[src/rtl/lfsr_rng_arbiter_pkg.sv]
// Shared FSM encodings, default LFSR constants and the round-robin pick for lfsr_rng_arbiter.
// Build option: LFSR_LOCKUP_GUARD_EN (zero-seed substitution and sticky lockup flag).
package lfsr_rng_arbiter_pkg;

  typedef enum logic [1:0] {
    ST_IDLE    = 2'd0,
    ST_SHIFT   = 2'd1,
    ST_PRESENT = 2'd2
  } state_e;

  localparam int         LFSR_W   = 8;
  localparam logic [7:0] DEF_TAPS = 8'b1011_1000;  // x^8+x^6+x^5+x^4+1
  localparam logic [7:0] DEF_SEED = 8'h01;

  // With both requesting, the requester that did not win last time goes next.
  function automatic logic pick_winner(input logic [1:0] req, input logic last);
    return (req == 2'b11) ? ~last : req[1];
  endfunction

endpackage

[src/rtl/lfsr_rng_arbiter_if.sv]
// Request/word-delivery bundle between the random-byte consumers and lfsr_rng_arbiter.
// Build option: LFSR_LOCKUP_GUARD_EN only affects the meaning of lockup.
interface lfsr_rng_arbiter_if #(
  parameter int WIDTH = 8
) ();

  logic             seed_load;
  logic [WIDTH-1:0] seed_val;
  logic [1:0]       req;
  logic [1:0]       out_ack;
  logic [1:0]       gnt;
  logic [1:0]       out_valid;
  logic [WIDTH-1:0] out_data;
  logic             busy;
  logic             lockup;

  modport master (
    output seed_load, seed_val, req, out_ack,
    input  gnt, out_valid, out_data, busy, lockup
  );

  modport slave (
    input  seed_load, seed_val, req, out_ack,
    output gnt, out_valid, out_data, busy, lockup
  );

endinterface

[src/rtl/lfsr_rng_arbiter_core.sv]
// Fibonacci LFSR register with load and step enable; load beats step.
// Build option LFSR_LOCKUP_GUARD_EN is handled by the parent, not here.
module lfsr_rng_arbiter_core
  import lfsr_rng_arbiter_pkg::*;
#(
  parameter int               WIDTH        = LFSR_W,
  parameter logic [WIDTH-1:0] TAPS         = DEF_TAPS,
  parameter logic [WIDTH-1:0] DEFAULT_SEED = DEF_SEED
) (
  input  logic             clk,
  input  logic             rst,
  input  logic             load,
  input  logic [WIDTH-1:0] load_val,
  input  logic             step_en,
  output logic [WIDTH-1:0] state,
  output logic [WIDTH-1:0] next_state
);

  assign next_state = {state[WIDTH-2:0], ^(state & TAPS)};

  always_ff @(posedge clk or posedge rst) begin
    if (rst) begin
      state <= DEFAULT_SEED;
    end else if (load) begin
      state <= load_val;
    end else if (step_en) begin
      state <= next_state;
    end
  end

endmodule

[src/rtl/lfsr_rng_arbiter.sv]
// Two-requester round-robin random-byte service built around one shared LFSR.
// Build option: define LFSR_LOCKUP_GUARD_EN to replace zero seeds and flag them on lockup.
module lfsr_rng_arbiter
  import lfsr_rng_arbiter_pkg::*;
#(
  parameter int               WIDTH        = LFSR_W,
  parameter logic [WIDTH-1:0] TAPS         = DEF_TAPS,
  parameter int               STEPS        = 8,
  parameter logic [WIDTH-1:0] DEFAULT_SEED = DEF_SEED
) (
  input logic               clk,
  input logic               rst,
  lfsr_rng_arbiter_if.slave bus
);

  localparam int               CNT_W    = (STEPS > 1) ? $clog2(STEPS) : 1;
  localparam logic [CNT_W-1:0] CNT_LOAD = CNT_W'(STEPS - 1);

  state_e           state;
  logic [CNT_W-1:0] cnt;
  logic             last;
  logic             winner;
  logic [WIDTH-1:0] lfsr_q;
  logic [WIDTH-1:0] lfsr_d;
  logic [WIDTH-1:0] seed_eff;

  assign winner = pick_winner(bus.req, last);

`ifdef LFSR_LOCKUP_GUARD_EN
  logic zero_seed;
  assign zero_seed = (bus.seed_val == '0);
  assign seed_eff  = zero_seed ? DEFAULT_SEED : bus.seed_val;

  always_ff @(posedge clk or posedge rst) begin
    if (rst) begin
      bus.lockup <= 1'b0;
    end else if (bus.seed_load && zero_seed) begin
      bus.lockup <= 1'b1;
    end
  end
`else
  // A zero seed goes in verbatim and parks the LFSR at zero.
  assign seed_eff   = bus.seed_val;
  assign bus.lockup = 1'b0;
`endif

  lfsr_rng_arbiter_core #(
    .WIDTH       (WIDTH),
    .TAPS        (TAPS),
    .DEFAULT_SEED(DEFAULT_SEED)
  ) u_core (
    .clk       (clk),
    .rst       (rst),
    .load      (bus.seed_load),
    .load_val  (seed_eff),
    .step_en   (state == ST_SHIFT),
    .state     (lfsr_q),
    .next_state(lfsr_d)
  );

  // Seed load overrides everything, including a same-cycle ack; rr pointer is left alone.
  always_ff @(posedge clk or posedge rst) begin
    if (rst) begin
      state         <= ST_IDLE;
      cnt           <= '0;
      last          <= 1'b1;
      bus.gnt       <= 2'b00;
      bus.out_valid <= 2'b00;
      bus.out_data  <= '0;
      bus.busy      <= 1'b0;
    end else if (bus.seed_load) begin
      state         <= ST_IDLE;
      bus.gnt       <= 2'b00;
      bus.out_valid <= 2'b00;
      bus.busy      <= 1'b0;
    end else begin
      unique case (state)
        ST_IDLE: begin
          if (|bus.req) begin
            bus.gnt  <= winner ? 2'b10 : 2'b01;
            last     <= winner;
            cnt      <= CNT_LOAD;
            state    <= ST_SHIFT;
            bus.busy <= 1'b1;
          end
        end
        ST_SHIFT: begin
          if (cnt == '0) begin
            bus.out_data  <= lfsr_d;
            bus.out_valid <= bus.gnt;
            state         <= ST_PRESENT;
          end else begin
            cnt <= cnt - 1'b1;
          end
        end
        ST_PRESENT: begin
          if (|(bus.out_ack & bus.gnt)) begin
            bus.gnt       <= 2'b00;
            bus.out_valid <= 2'b00;
            bus.busy      <= 1'b0;
            state         <= ST_IDLE;
          end
        end
        default: begin
          state         <= ST_IDLE;
          bus.gnt       <= 2'b00;
          bus.out_valid <= 2'b00;
          bus.busy      <= 1'b0;
        end
      endcase
    end
  end

endmodule

[src/flat_wrapper.sv]
// flat-port wrapper written by rule: the top's interface ports become plain ports
module lfsr_rng_arbiter_flat import lfsr_rng_arbiter_pkg::*;
#(
  parameter int               WIDTH        = LFSR_W,
  parameter logic [WIDTH-1:0] TAPS         = DEF_TAPS,
  parameter int               STEPS        = 8,
  parameter logic [WIDTH-1:0] DEFAULT_SEED = DEF_SEED
)
  (clk, rst, bus_seed_load, bus_seed_val, bus_req, bus_out_ack, bus_gnt, bus_out_valid, bus_out_data, bus_busy, bus_lockup);
  lfsr_rng_arbiter_if #(.WIDTH(WIDTH)) bus_i ();
  input logic clk;
  input logic rst;
  input wire logic [$bits(bus_i.seed_load)-1:0] bus_seed_load;
  input wire logic [$bits(bus_i.seed_val)-1:0] bus_seed_val;
  input wire logic [$bits(bus_i.req)-1:0] bus_req;
  input wire logic [$bits(bus_i.out_ack)-1:0] bus_out_ack;
  output wire logic [$bits(bus_i.gnt)-1:0] bus_gnt;
  output wire logic [$bits(bus_i.out_valid)-1:0] bus_out_valid;
  output wire logic [$bits(bus_i.out_data)-1:0] bus_out_data;
  output wire logic [$bits(bus_i.busy)-1:0] bus_busy;
  output wire logic [$bits(bus_i.lockup)-1:0] bus_lockup;
  assign bus_i.seed_load = bus_seed_load;
  assign bus_i.seed_val = bus_seed_val;
  assign bus_i.req = bus_req;
  assign bus_i.out_ack = bus_out_ack;
  assign bus_gnt = bus_i.gnt;
  assign bus_out_valid = bus_i.out_valid;
  assign bus_out_data = bus_i.out_data;
  assign bus_busy = bus_i.busy;
  assign bus_lockup = bus_i.lockup;
  lfsr_rng_arbiter #(.WIDTH(WIDTH), .TAPS(TAPS), .STEPS(STEPS), .DEFAULT_SEED(DEFAULT_SEED)) u_core (.clk(clk), .rst(rst), .bus(bus_i));
endmodule
[config.mk]
export PLATFORM = sky130hd
export DESIGN_NAME = lfsr_rng_arbiter_flat
export DESIGN_NICKNAME = d
export VERILOG_FILES = /design/src/rtl/lfsr_rng_arbiter_pkg.sv /design/src/rtl/lfsr_rng_arbiter_if.sv /design/src/rtl/lfsr_rng_arbiter_core.sv /design/src/rtl/lfsr_rng_arbiter.sv /design/src/flat_wrapper.sv
export SDC_FILE = /design/constraint.sdc
export NUM_CORES = 1
export LEC_CHECK = 0
export CAP_MARGIN = 20
export CORE_ASPECT_RATIO = 1.1
export CORE_MARGIN = 5
export CORE_UTILIZATION = 50
export DETAILED_ROUTE_END_ITERATION = 16
export GPL_ROUTABILITY_DRIVEN = 1
export GPL_TIMING_DRIVEN = 0
export PLACE_DENSITY = 0.81
export SLEW_MARGIN = 0
export SYNTH_ARGS = -nofsm -noshare
export SYNTH_HDL_FRONTEND = slang
export SYNTH_SLANG_ARGS = --single-unit
[constraint.sdc]
create_clock -name clk -period 2.3 [get_ports clk]
set_clock_uncertainty 0.15 [all_clocks]
set_input_delay 0.46 -clock clk [delete_from_list [all_inputs] [get_ports clk]]
set_output_delay 0.46 -clock clk [all_outputs]
set_load 0.005 [all_outputs]
==> impl_metrics.yaml, run 1 <==
timing:
  clock.fmax_mhz: 529
  grt_setup_unrepaired: "false"
  min_period_ns: 1.89
  maxSlewViolCount: 0
  finalSetupTns_ns: 0
  finalCritPeriodShare_pct: 82.2
  whs_ns: 0.220
  setup_viol: 0
  hold_viol_final: 0
job:
  cap_violations: 0
route:
  vias: 920
  postRouteAntennaNets: 0
  routed_wl_mm: 2.60
  routedWlPerCell_um: 15.0
  vias_per_cell: 5.29
  firstDrtPassIters: 4
  drt-initial-drc-count: 26
  drc_errors: 0
logic_synthesis:
  synth_nets: 128
  synthDistinctLibCells: 41
  synthArstFlopShare_pct: 100
  yosysWarnings: 0
  synth_cells: 111
  netlist.area_leader.share_pct: 46.3
  mappedNetlistArea_um2: 1350
  synth_edf_count: 0
  yosysTopAreaCell: "dfrtp_1"
  ys_seq_elements: 27
  synth_area_per_cell_um2: 12.2
  synth.area.top_cells: "dfrtp_1, mux2_4, mux2i_1"
  seq_area_frac_synth_pct: 50.1
  synth_flop_cell: "dfrtp_1"
clock_tree:
  h-tree-depth: 1
  cts-root-buf: "clkbuf_4"
  cts_buffer_depth: 2
  cts.sinks: 27
  numCtsBuffers: 3
  post_cts_buffers: 0
  cts_resized: 0
  cts_hold_buf: 0
  insertion_delay_ns: 0.33
  clk_pin_slew_ns: 0.16
  cts_tree: "built"
power:
  pwr_density_cell_nw_per_um2: 662
  power.leakage_nw: 0.782
  peakVddDrop_mv: 0.621
die:
  io_pins: 29
  die_w_um: 59.6
  start_util_pct: 53.2
  core.rowCount: 19
  die_area_um2: 3850
  die_h_um: 64.6
  core-area_um2: 2540
critical_path:
  crit_arrival_ns: 1.97
  end_kind: "flop"
  startpoint_type: "flop"
  required_ns: 2.37
  crit_path_max_fanout: 3
  path_class: "flop to flop"
  reg2reg_depth: 5
place:
  place_congestion: 0.763
  dp_cells: 169
  dpl_cell_area_um2: 1660
  dp_hpwl_mm: 1.93
  numPortBuffers: 27
global_route:
  grt_pass1_wl_mm: 4.42
  gr-total-overflow: 0
  grt_max_degree: 28
  antenna_found_initial: 0
  grt_use_total_pct: 14.5
  grt_pass1_vias: 951
final_layout:
  synthToLayoutAreaGrowth_pct: 27.1
  nets: 161
  final_area_um2: 1720
  instances_no_fill: 174
  nFillCells: 192
  drive_gt1_share_pct: 20.3
  utilization_pct: 67.6
  n_antenna_cell: 0
run_status:
  outcome: "completed"
min_path:
  min_path_type: "input port to asynchronous set/reset pin"
-- placed cells by master, fill, tap and decap left out, drive strengths merged, types with 2 or more instances in the layout --
| master | Yosys | final |
|---|---|---|
| o2bb2ai | 2 | 2 |
| nor2b | 2 | 2 |
| o21ai | 10 | 10 |
| ha | 2 | 2 |
| inv | 6 | 6 |
| dfstp | 2 | 2 |
| nand2 | 9 | 9 |
| a21bo | 2 | 2 |
| nor3 | 2 | 2 |
| nor3b | 3 | 3 |
| mux2i | 8 | 8 |
| clkdlybuf4s50 | 0 | 27 |
| clkbuf | 0 | 3 |
| mux2 | 9 | 9 |
| xnor2 | 2 | 2 |
| buf | 7 | 8 |
| dfrtp | 25 | 25 |
| a22oi | 2 | 2 |
-- path summary, 6_finish.rpt --
kind | startpoint | endpoint | slack [ns]
max reg2reg | u_core.cnt[0] | u_core.cnt[1] | 0.41
min | rst | u_core.bus.out_data[4] | 0.22
max in group asynchronous | rst | u_core.u_core.state[0] | 1.28
min reg2reg | u_core.cnt[1] | u_core.cnt[1] | 0.36
min in group clk | u_core.cnt[1] | u_core.cnt[1] | 0.36
max | u_core.cnt[0] | u_core.cnt[1] | 0.41
-- cells by family (layout without fill, tap and decap cells) --
kind of cell | after synthesis | after routing | synth area share [%]
and+or+nand+nor | 22 | 22 | 9.99
muxes | 17 | 17 | 15.4
AOI/OAI and AO/OA | 26 | 26 | 14.9
buffers and inverters | 13 | 45 | 5.55
other | 1 | 1 | 0.277
DFF | 27 | 27 | 50.1
xor gates and xnor gates | 3 | 3 | 1.94
adders and majority gates | 2 | 2 | 1.85
-- power breakdown --
part           switching, W  internal [W]  total (W)
Combinational      0.000113      0.000201   0.000314
Sequential        0.0000561      0.000555   0.000611
Clock              0.000146     0.0000665   0.000213
Total              0.000316      0.000822    0.00114
-- flip-flops by register name (all words and copies together), names as in the netlist --
name                  count
u_core.cnt                3
u_core.bus.out_valid      2
u_core.bus.out_data       8
u_core.u_core.state       8
u_core.bus.busy           1
u_core.last               1
u_core.bus.gnt            2
u_core.state              2
-- synth_stat cells, types with 2 or more instances --
cell type  count
dfrtp_1       25
o21ai_0       10
nand2_1        9
mux2i_1        8
mux2_4         7
inv_1          6
buf_2          3
a21bo_2        2
a22oi_1        2
buf_4          2
buf_6          2
dfstp_2        2
ha_1           2
nor3b_1        2
o2bb2ai_1      2
xnor2_1        2
-- worst max-delay path, stage by stage (launching register included) --
cell and delay [ns]:
dfrtp_1 0.39, inv_1 0.08, ha_1 0.21, nor2b_2 0.19, a2111oi_4 0.42, mux2_1 0.36
-- layer usage --
metal	share of wire, %	wire, um	up-vias	global-route usage (%)
li1	-	-	455	-
met1	42	1080	442	19.8
met2	52	1370	21	23.8
met3	5.4	140	2	2.98
met4	0.58	15	0	3.05
met5	0	0	-	0
-- through the flow --
step | total power [W] | setup slack (ns)
floorplan | 0.000790 | 0.542
global placement | 0.000917 | 0.136
detailed placement | 0.000931 | 0.133
CTS | 0.00114 | 0.384
global route | 0.00122 | 0.337
finish | 0.00114 | 0.409
-- cell type report --
cell class              count  area (um2)  share of cell area, %
well taps                  31        38.8                   2.26
repair buffers             28         298                   17.3
inverters                   6        22.5                   1.31
clock inverters             1        7.51                  0.437
plain buffers               7        52.6                   3.06
multi-input cells          71         599                   34.9
flip-flops and latches     27         678                   39.4
clock buffers               3        22.5                   1.31
(Power assumes the default switching activity.)
==> run 2: changes to the inputs <==
CORE_UTILIZATION = 45   (was 50)
PLACE_DENSITY = 0.77   (was 0.81)
clock period = 1.64 ns   (was 2.3 ns; I/O delays follow)
==> run 2 against run 1 <==
First-iteration DRC count increased by 31%. Final cell count rose by 9.8%. Critical path type unchanged. The flow now finishes with violations (negative setup slack). Combinational power is 63% higher. Non-clock buffer count rose by 15. Via count grew 6.5%. Flip-flop and latch count is the same. Die area is 9.3% higher. Sequential share of layout area is 2.5 points lower.
==> impl_metrics.yaml, run 2 (synthesized netlist as in run 1, its figures left out) <==
final_layout:
  final_cell_mix: "dfrtp_1, buf_4, dlygate4sd2_1"
  drive_gt1_share_pct: 29.7
  synthToLayoutAreaGrowth_pct: 35.6
  nets: 176
  final_common_cell: "dfrtp_1"
  reg_top3: "u_core.bus.out_data x8, u_core.u_core.state x8, u_core.cnt x3"
  n_antenna_cell: 0
  instances_no_fill: 191
  final_area_um2: 1830
  utilization_pct: 64.9
place:
  dp_hpwl_mm: 1.88
  dp_cells: 171
  place_congestion: 0.748
  dpl_cell_area_um2: 1670
  numPortBuffers: 27
  place_ws_ns: -0.411
critical_path:
  r2r-start: "u_core.cnt[0]"
  reg2reg_depth: 5
  path_class: "flop to flop"
  crit_start: "u_core.cnt[0]"
  startpoint_type: "flop"
  critPathMaxStageDelay_ns: 0.39
  end_kind: "flop"
  crit_chain: "inv_2, ha_4, nor2b_4, a2111oi_4, mux2_4"
  crit_path_max_fanout: 3
  slowest_stage: "dfrtp_1"
  required_ns: 1.72
  crit_arrival_ns: 1.74
  reg2reg_to: "u_core.cnt[1]"
  r2r_slack_ns: -0.02
route:
  postRouteAntennaNets: 0
  vias: 980
  vias_per_cell: 5.13
  firstDrtPassIters: 4
  drc_errors: 0
  routedWlPerCell_um: 15.0
  routed_wl_mm: 2.87
  drt-initial-drc-count: 34
timing:
  setup_viol: 8
  grt_setup_unrepaired: "true"
  finalCritPeriodShare_pct: 101
  clock.fmax_mhz: 603
  min_period_ns: 1.66
  setup_slack_ns: -0.0196
  hold_viol_final: 0
  maxSlewViolCount: 0
run_status:
  outcome: "complete, but fails checks"
  violations: "negative setup slack"
clock_tree:
  cts_hold_buf: 0
  numCtsBuffers: 3
  cts_tree: "built"
  insertion_delay_ns: 0.33
  cts-root-buf: "clkbuf_4"
  cts_buffer_depth: 2
  cts.sinks: 27
  h-tree-depth: 1
  clk_pin_slew_ns: 0.15
die:
  core.rowCount: 20
  core-area_um2: 2830
  die_w_um: 62.3
  io_pins: 29
  die_area_um2: 4200
  start_util_pct: 47.8
  die_h_um: 67.5
power:
  pwr_density_cell_nw_per_um2: 908
  peakVddDrop_mv: 0.581
  power.leakage_nw: 0.919
  p_total_w: 0.00167
global_route:
  grt_max_degree: 28
  grt_use_total_pct: 14.2
  grt_pass1_vias: 1067
  antenna_found_initial: 0
  gr-total-overflow: 0
  grt_pass1_wl_mm: 4.79
job:
  cap_violations: 0
min_path:
  min_path_type: "input port to asynchronous set/reset pin"
run 2: cell types whose count changed in the layout (fill, tap and decap cells not counted), sizes merged:
| cell | before | now |
|---|---|---|
| clkbuf | 3 | 4 |
| clkdlybuf4s50 | 27 | 13 |
| buf | 8 | 23 |
| dlygate4sd2 | 0 | 14 |
| clkinvlp | 1 | 0 |
run 2: metrics by stage:
step	hold slack (ns)	setup TNS (ns)
after floorplan	0.229	0
after global placement	0.319	-8.71
after detailed placement	0.325	-11.05
after CTS	0.379	-0.0907
after global routing	0.0246	-0.403
final	0.0447	-0.0511
run 2: worst max-delay path by stage:
stage / to / slack, ns / cells past startpoint
2_1_floorplan: u_core.cnt[1] / 0.003 / 5
3_3_place_gp: u_core.bus.out_data[7] / -0.38 / 5
3_5_place_dp: u_core.last / -0.41 / 5
4_1_cts: u_core.cnt[1] / -0.09 / 5
5_1_grt: u_core.cnt[1] / -0.07 / 5
6_report: u_core.cnt[1] / -0.02 / 5
run 2: what timing repair did:
action                                  in CTS  in global routing
pin swaps                                    3                  1
endpoints found under the hold margin        0                  0
endpoints found under the setup margin      23                  9
gates resized for setup                     16                  1
setup buffers                               13                  2
run 2: cell type report:
cell class | count | area [um2]
clock buffers | 4 | 26.3
repair buffers | 43 | 393
flip-flops and latches | 27 | 678
fillers | 234 | 993
plain buffers | 7 | 52.6
multi-input cells | 71 | 621
inverters | 6 | 22.5
well taps | 33 | 41.3
run 2: power breakdown:
part | internal [W] | leakage [nW] | switching [W]
logic | 0.000321 | 0.564 | 0.000192
registers | 0.000778 | 0.339 | 0.0000779
clock network | 0.0000954 | 0.0150 | 0.000202
total | 0.00119 | 0.919 | 0.000473
run 2: per-layer routing:
layer	wire, um	track usage, %	up-vias
met5	0	0	-
met4	37	4.77	0
met3	80	1.83	5
met2	1450	25.3	17
met1	1300	18.0	476
li1	-	-	482
run 2: worst max-delay path, delay by kind of cell (launching register included):
family,cells,cell delay [ns]
mux,1,0.33
compound gates,1,0.34
buf+inv,1,0.07
flops,1,0.39
fa+ha+maj,1,0.15
simple gates,1,0.13
